===== src/rtl/sseg_scan_driver_if.sv =====
// rtl/sseg_scan_driver_if.sv - display data inputs and segment/anode outputs of sseg_scan_driver
// master drives digit data and controls, slave is the scan driver.
interface sseg_scan_driver_if #(
  parameter int DIGITS   = 4,
  parameter int BRIGHT_W = 4
);
  logic [4*DIGITS-1:0] i_display;
  logic [DIGITS-1:0]   i_dp;
  logic [DIGITS-1:0]   i_blank;
  logic                i_lz_en;
  logic [BRIGHT_W-1:0] i_bright;
  logic [7:0]          o_sseg_ca;
  logic [DIGITS-1:0]   o_sseg_an;
  logic                o_frame_tick;

  modport master (
    output i_display, i_dp, i_blank, i_lz_en, i_bright,
    input  o_sseg_ca, o_sseg_an, o_frame_tick
  );

  modport slave (
    input  i_display, i_dp, i_blank, i_lz_en, i_bright,
    output o_sseg_ca, o_sseg_an, o_frame_tick
  );
endinterface


===== src/rtl/sseg_scan_driver.sv =====
// rtl/sseg_scan_driver.sv - multiplexed common-anode seven-segment scan driver with frame shadowing
// Define SSEG_PWM_DIM_EN to gate the anodes with the BRIGHT duty comparator.
module sseg_scan_driver #(
  parameter int DIGITS   = 4,
  parameter int CLK_DIV  = 50000,
  parameter int BRIGHT_W = 4
) (
  input  logic          i_clk,
  input  logic          i_rst_n,
  sseg_scan_driver_if.slave bus
);
  localparam int CNT_W = (CLK_DIV > 1) ? $clog2(CLK_DIV) : 1;
  localparam int IDX_W = (DIGITS > 1) ? $clog2(DIGITS) : 1;

  logic [CNT_W-1:0]    r_cnt;
  logic [IDX_W-1:0]    r_idx;
  logic [4*DIGITS-1:0] r_sh_display;
  logic [DIGITS-1:0]   r_sh_dp;
  logic [DIGITS-1:0]   r_sh_blank;
  logic [7:0]          r_ca;
  logic [DIGITS-1:0]   r_an;
  logic                r_frame_tick;

  logic                w_cnt_last;
  logic                w_idx_last;
  logic                w_frame;
  logic [3:0]          w_nib;
  logic                w_upper_zero;
  logic                w_sup;
  logic                w_gate;
  logic [7:0]          w_ca;
  logic [DIGITS-1:0]   w_an;

  function automatic logic [6:0] f_decode(input logic [3:0] nib);
    case (nib)
      4'h0:    f_decode = 7'h40;
      4'h1:    f_decode = 7'h79;
      4'h2:    f_decode = 7'h24;
      4'h3:    f_decode = 7'h30;
      4'h4:    f_decode = 7'h19;
      4'h5:    f_decode = 7'h12;
      4'h6:    f_decode = 7'h02;
      4'h7:    f_decode = 7'h78;
      4'h8:    f_decode = 7'h00;
      4'h9:    f_decode = 7'h18;
      4'hA:    f_decode = 7'h08;
      4'hB:    f_decode = 7'h03;
      4'hC:    f_decode = 7'h46;
      4'hD:    f_decode = 7'h21;
      4'hE:    f_decode = 7'h06;
      default: f_decode = 7'h7F;
    endcase
  endfunction

  assign w_cnt_last = (r_cnt == CNT_W'(CLK_DIV - 1));
  assign w_idx_last = (r_idx == IDX_W'(DIGITS - 1));
  assign w_frame    = w_cnt_last & w_idx_last;

  // A digit is a leading zero when it and every more significant nibble are zero.
  assign w_nib        = r_sh_display[4*r_idx +: 4];
  assign w_upper_zero = ((r_sh_display >> (4*r_idx)) == '0);
  assign w_sup        = bus.i_lz_en & (r_idx != '0) & w_upper_zero;

`ifdef SSEG_PWM_DIM_EN
  assign w_gate = (&bus.i_bright) | (r_cnt[BRIGHT_W-1:0] < bus.i_bright);
`else
  assign w_gate = 1'b1;
`endif

  always_comb begin
    w_ca = 8'hFF;
    if (!r_sh_blank[r_idx]) begin
      w_ca = {~r_sh_dp[r_idx], (w_sup ? 7'h7F : f_decode(w_nib))};
    end
    // cnt == 0 keeps every anode off for one cycle so segments settle between digits.
    w_an = '1;
    if ((r_cnt != '0) && w_gate) begin
      w_an = ~(DIGITS'(1) << r_idx);
    end
  end

  always_ff @(posedge i_clk or negedge i_rst_n) begin
    if (!i_rst_n) begin
      r_cnt        <= '0;
      r_idx        <= '0;
      r_sh_display <= '1;
      r_sh_dp      <= '0;
      r_sh_blank   <= '1;
      r_ca         <= 8'hFF;
      r_an         <= '1;
      r_frame_tick <= 1'b0;
    end else begin
      r_cnt <= w_cnt_last ? '0 : r_cnt + 1'b1;
      if (w_cnt_last) begin
        r_idx <= w_idx_last ? '0 : r_idx + 1'b1;
      end
      if (w_frame) begin
        r_sh_display <= bus.i_display;
        r_sh_dp      <= bus.i_dp;
        r_sh_blank   <= bus.i_blank;
      end
      r_ca         <= w_ca;
      r_an         <= w_an;
      r_frame_tick <= w_frame;
    end
  end

  assign bus.o_sseg_ca    = r_ca;
  assign bus.o_sseg_an    = r_an;
  assign bus.o_frame_tick = r_frame_tick;
endmodule


===== src/flat_wrapper.sv =====
// flat-port wrapper written by rule: the top's interface ports become plain ports
module sseg_scan_driver_flat 
#(
  parameter int DIGITS   = 4,
  parameter int CLK_DIV  = 50000,
  parameter int BRIGHT_W = 4
)
  (i_clk, i_rst_n, bus_i_display, bus_i_dp, bus_i_blank, bus_i_lz_en, bus_i_bright, bus_o_sseg_ca, bus_o_sseg_an, bus_o_frame_tick);
  sseg_scan_driver_if #(.DIGITS(DIGITS), .BRIGHT_W(BRIGHT_W)) bus_i ();
  input  logic i_clk;
  input  logic i_rst_n;
  input wire logic [$bits(bus_i.i_display)-1:0] bus_i_display;
  input wire logic [$bits(bus_i.i_dp)-1:0] bus_i_dp;
  input wire logic [$bits(bus_i.i_blank)-1:0] bus_i_blank;
  input wire logic [$bits(bus_i.i_lz_en)-1:0] bus_i_lz_en;
  input wire logic [$bits(bus_i.i_bright)-1:0] bus_i_bright;
  output wire logic [$bits(bus_i.o_sseg_ca)-1:0] bus_o_sseg_ca;
  output wire logic [$bits(bus_i.o_sseg_an)-1:0] bus_o_sseg_an;
  output wire logic [$bits(bus_i.o_frame_tick)-1:0] bus_o_frame_tick;
  assign bus_i.i_display = bus_i_display;
  assign bus_i.i_dp = bus_i_dp;
  assign bus_i.i_blank = bus_i_blank;
  assign bus_i.i_lz_en = bus_i_lz_en;
  assign bus_i.i_bright = bus_i_bright;
  assign bus_o_sseg_ca = bus_i.o_sseg_ca;
  assign bus_o_sseg_an = bus_i.o_sseg_an;
  assign bus_o_frame_tick = bus_i.o_frame_tick;
  sseg_scan_driver #(.DIGITS(DIGITS), .CLK_DIV(CLK_DIV), .BRIGHT_W(BRIGHT_W)) u_core (.i_clk(i_clk), .i_rst_n(i_rst_n), .bus(bus_i));
endmodule

===== config.mk =====
export PLATFORM = sky130hd
export DESIGN_NAME = sseg_scan_driver_flat
export DESIGN_NICKNAME = d
export VERILOG_FILES = /design/src/rtl/sseg_scan_driver_if.sv /design/src/rtl/sseg_scan_driver.sv /design/src/flat_wrapper.sv
export SDC_FILE = /design/constraint.sdc
export NUM_CORES = 1
export LEC_CHECK = 0
export BUFFER_PORTS_ARGS = -buffer_cell sky130_fd_sc_hd__buf_2
export CAP_MARGIN = 30
export CORE_UTILIZATION = 33
export CTS_CLUSTER_DIAMETER = 60
export DETAILED_ROUTE_END_ITERATION = 8
export GPL_ROUTABILITY_DRIVEN = 0
export SYNTH_ARGS = -nofsm -noshare
export SYNTH_HDL_FRONTEND = slang
export SYNTH_SLANG_ARGS = --single-unit

===== constraint.sdc =====
create_clock -name i_clk -period 3.4 [get_ports i_clk]
set_input_delay 0.68 -clock i_clk [delete_from_list [all_inputs] [get_ports i_clk]]
set_output_delay 0.68 -clock i_clk [all_outputs]
set_load 0.02 [all_outputs]

; Word-level counts from Yosys, hierarchy flattened
; Memories as Yosys holds them, arrays and structs flattened.
; Index checks and enable logic that the tools add are counted.
[op_classes]
addsub = 2
order_cmp = 1
n_bitwise = 5
reduce_logical = 3
n_eq_ne = 2
muxes = 9
shifts = 3
[ops]
columns = operator, n
row1 = "adder 16 x 1 -> 16 bit, second input constant", 1
row2 = "equality test 16 bit, second input constant", 1
row3 = zero test 16 bit, 1
row4 = 2-to-1 mux 16 bit, 1
row5 = nonzero test 16 bit, 1
row6 = variable part select 16 x 5 -> 4 bit, 1
row7 = >> shifter 16 x 4 -> 16 bit, 1
row8 = 2-to-1 mux 8 bit, 1
row9 = 2-to-1 mux 7 bit, 1
row10 = binary-select mux 1 bit (select 2 bit), 2
row11 = 2-to-1 mux 4 bit, 1
row12 = NOT 4 bit, 1
row13 = "left shift 1 x 2 -> 4 bit, first input constant", 1
row14 = bitwise AND 1 bit, 3
row15 = "< comparator 2 x 3 -> 1 bit, second input constant", 1
row16 = "adder 2 x 1 -> 2 bit, second input constant", 1
row17 = "equality test 2 bit, second input constant", 1
row18 = 2-to-1 mux 1 bit, 2
row19 = 2-to-1 mux 2 bit, 1
row20 = nonzero test 2 bit, 1
row21 = NOT 1 bit, 1
[totals]
romBits = 112
input_bits = 31
output_inout_bits = 13
reg_bits = 55
memories = 1
word_cells = 34
[memory_table]
columns = memory, words, word_bits, rd, rd_clocked_by_memory_dff, wr, line
row1 = (name not given), 16, 7, 1, 0, 0, sseg_scan_driver.sv:35  ; case (nib)

; Depth between registers and ports, before layout
[depth]
word_depth = 5
ltp_mapped = 8
ltp_nobuf = 7

; Worst setup path before layout
; OpenSTA, ideal clock, no wires.
[synth_path]
path_kind = reg-to-reg
start = register u_core.r_idx[0]
end = register u_core.r_ca[4], in the netlist u_core.bus.o_sseg_ca[4]
setup_time_ns = 0.092
stages_incl_launch_ff = 8
arrival_ns = 2.005
period_less_slack_ns = 2.097
slack_ns = 1.303
path_buffers = 1
required_ns = 3.308
path_cell_list = dfrtp_1 buf_2 mux4_2 inv_1 ha_1 inv_1 mux4_2 nand2b_1
[synth_via]
elab_chain_len = 5
elab_cells_between_ends = 11
classes_between = 2 x shift / 4 x mux / 2 x bitwise / 2 x reduce/logical / 1 x memory
[synth_rtl]
columns = item, line
row1 = "start, declared", sseg_scan_driver.sv:16  ; logic [IDX_W-1:0] r_idx;
row2 = "start signal, assigned", sseg_scan_driver.sv:95  ; r_idx <= w_idx_last ? '0 : r_idx + 1'b1;
row3 = "parallel branches: the longest is 4 deep, another holds memory (16 x 7 bit)", --
row4 = 2-to-1 mux 8 bit (*), sseg_scan_driver.sv:72  ; if (!r_sh_blank[r_idx]) begin
row5 = via u_core.w_ca[4], sseg_scan_driver.sv:31  ; logic [7:0] w_ca;
row6 = "end signal, assigned", sseg_scan_driver.sv:102  ; r_ca <= w_ca;
row7 = "end, declared", sseg_scan_driver.sv:20  ; logic [7:0] r_ca;
; Mark *: on every way through the listed nets, which the timed path passes. The select of a mux whose other input is x is not followed.
; A chain may end at the register's enable or synchronous reset.

; Worst setup path after layout
[layout_path]
start = register u_core.r_idx[0]
end = register u_core.r_ca[1], in the netlist u_core.bus.o_sseg_ca[1]
; Same word-level chain as after synthesis.

==> impl_metrics.py <==
metrics = {
    "layout": {
        "register_area_mm2": 0.00142,
        "antenna-diode-count": 0,
        "n_fill_cell": 804,
        "layout_commonest_cell": "buf_2",
        "final-instance-count-excl-fill": 360,
        "syn2layout_area_growth_pct": 14.2,
        "layout.nets": 296,
        "multiInputGateArea_mm2": 0.00124,
        "drive_gt1_share_pct": 46.7,
        "layout_common_cells": "buf_2, dfstp_2, dfrtp_1",
    },
    "sta": {
        "setup_viol": 0,
        "worst_pin_slew_ns": 0.607,
        "tns_ns": 0,
        "relSlewSlack_pct": 59.0,
        "fin_crit_ns": 2.33,
        "fin_worst_skew_ns": 0.00782,
        "finalHoldViolCount": 0,
        "fmax_mhz": 430,
        "rsz0062_at_grt": "no",
        "slew_violations": 0,
        "finalCritPeriodShare_pct": 68.4,
    },
    "route": {
        "drc": 0,
        "antenna_left": 0,
        "finalWirelength_um": 4970,
        "via_count": 1684,
        "first_pass_iters": 4,
        "drt_iter0_drc": 47,
        "wl_per_cell_um": 13.8,
        "vias_per_cell": 4.68,
    },
    "synth": {
        "synth_enable_flop_cells": 0,
        "async_flop_share_pct": 100,
        "seq_area_frac_synth_pct": 51.2,
        "synth_cell_types": 37,
        "ys.flop_type": "dfstp_2",
        "syn_area_mm2": 0.00277,
        "yosys_warnings": 0,
        "postSynthCellCount": 213,
        "synth_fp_nets": 255,
        "avgSynthCellArea_um2": 13.0,
        "synth-seq-cells": 55,
    },
    "grt": {
        "grt_overflow": 0,
        "grt_max_degree": 26,
        "grt_pass1_wl_um": 8090,
        "grt_usage_pct": 12.0,
        "antenna_found_initial": 0,
        "grt_pass1_vias": 1624,
    },
    "critical_path": {
        "r2r_cells": 6,
        "cp_max_fo": 9,
        "crit_path_end": "u_core.bus.o_sseg_ca[1]",
        "crit_type": "reg2reg",
        "required_ns": 3.62,
        "r2r-start": "u_core.r_idx[0]",
        "worstPathArrival_ns": 2.54,
        "end_kind": "register",
        "startpoint_type": "register",
        "cp-startpoint": "u_core.r_idx[0]",
        "r2r_setup_slack_ns": 1.07,
        "r2r_end": "u_core.bus.o_sseg_ca[1]",
    },
    "floorplan": {
        "die_h_um": 93.6,
        "die_x_um": 93.6,
        "pin_count": 44,
        "rows": 33,
        "start_util_pct": 33.9,
        "core_area_mm2": 0.00818,
        "die_area_mm2": 0.00876,
    },
    "clocking": {
        "hold_buffers": 0,
        "htree_levels": 2,
        "cts.clk_slew.worst_paths_ns": 0.10,
        "tritoncts": "yes",
        "cts_setup_buffers": 0,
        "ctsLongestPathBuffers": 2,
        "post_cts_resized": 0,
        "clock_sink_count": 55,
        "cts_buffers": 5,
        "root_buffer": "clkbuf_8",
        "clkLatencyLatePin_ns": 0.31,
    },
    "flow_run": {
        "cap_viol_max_count": 0,
    },
    "power": {
        "powerDensity_mw_per_mm2": 358,
        "vdd_drop_max_v": 0.000135,
        "total_leakage_power_nw": 1.38,
    },
    "placed_design": {
        "dp.cells": 352,
        "post-dp-hpwl_um": 3770,
        "port_buffers": 39,
    },
    "run_status": {
        "status": "complete, no violations",
    },
    "min_path": {
        "hold_class": "in2async",
    },
}
## through the flow
step | utilization, % | area (um^2) | power (W) | setup WS [ns] | hold WS, ns
after floorplan | - | 2770 | 0.000668 | 1.30 | 0.384
after global placement | 37.2 | 3040 | 0.000698 | 1.11 | 0.484
after detailed placement | 37.2 | 3040 | 0.000698 | 1.08 | 0.499
after CTS | 38.7 | 3160 | 0.00115 | 1.07 | 0.283
after global routing | 38.7 | 3160 | 0.00117 | 0.838 | 0.294
final | 38.7 | 3160 | 0.00113 | 1.07 | 0.276
## registers in the layout, indices dropped and copies added, names as in the netlist
signal	count
u_core.r_sh_display	16
u_core.bus.o_frame_tick	1
u_core.bus.o_sseg_ca	8
u_core.r_sh_dp	4
u_core.r_idx	2
u_core.r_cnt	16
u_core.r_sh_blank	4
u_core.bus.o_sseg_an	4
## Yosys cell counts (all sizes together) (5+ instances only)
cell / count / share of area (%)
xor2: 5 / 1.6
nor2: 16 / 2.2
buf: 6 / 2.4
inv: 11 / 1.5
nand3: 8 / 1.4
nor4: 6 / 1.6
dfstp: 32 / 30
ha: 11 / 5.0
mux2: 26 / 13
xnor2: 9 / 2.8
mux4: 8 / 6.5
dfrtp: 23 / 21
nor3: 6 / 1.1
nand2: 15 / 2.0
## where the power goes
part	total (W)	internal [W]	switching (W)
registers	0.000656	0.000656	0
logic	0.0000300	0.0000126	0.0000174
clock network	0.000446	0.000239	0.000208
total	0.00113	0.000907	0.000225
## cells by family after synthesis
family | count (synthesis) | share of synthesized area, %
muxes | 35 | 20.0
adders and majority gates | 11 | 4.97
DFF | 55 | 51.2
xor gates and xnor gates | 14 | 4.43
and+or+nand+nor | 69 | 12.8
buffers and inverters | 19 | 4.16
AOI/OAI and AO/OA | 10 | 2.44
## worst min-delay path by stage
stage	startpoint	to	slack, ns	cells after the start
finish	i_rst_n	u_core.bus.o_frame_tick	0.28	1
global route	i_rst_n	u_core.bus.o_frame_tick	0.29	1
CTS	i_rst_n	u_core.bus.o_frame_tick	0.28	1
detailed placement	u_core.r_cnt[7]	u_core.r_cnt[7]	0.50	1
global placement	u_core.r_cnt[7]	u_core.r_cnt[7]	0.48	1
floorplan	i_rst_n	u_core.bus.o_frame_tick	0.38	0
## worst max-delay path, stage by stage, from the launching register on
cell,delay [ns]
dfrtp_1,0.65
mux4_2,0.64
inv_1,0.15
ha_1,0.29
mux2_2,0.28
a22oi_1,0.14
nand2_1,0.08
## layout make-up
| class | count | area share [%] |
|---|---|---|
| well taps | 105 | 4.16 |
| multi-input cells | 139 | 39.1 |
| clock inverters | 2 | 1.11 |
| repair buffers | 42 | 6.89 |
| clock buffers | 6 | 2.61 |
| flip-flops and latches | 55 | 44.8 |
| inverters | 11 | 1.31 |
## per-layer routing
| metal | wire [um] | GRT usage (%) |
|---|---|---|
| met4 | 57 | 3.85 |
| met1 | 2640 | 18.5 |
| met3 | 217 | 2.68 |
| met5 | 0 | 0 |
| met2 | 2050 | 16.4 |
Power figures use the tool's default switching activity.
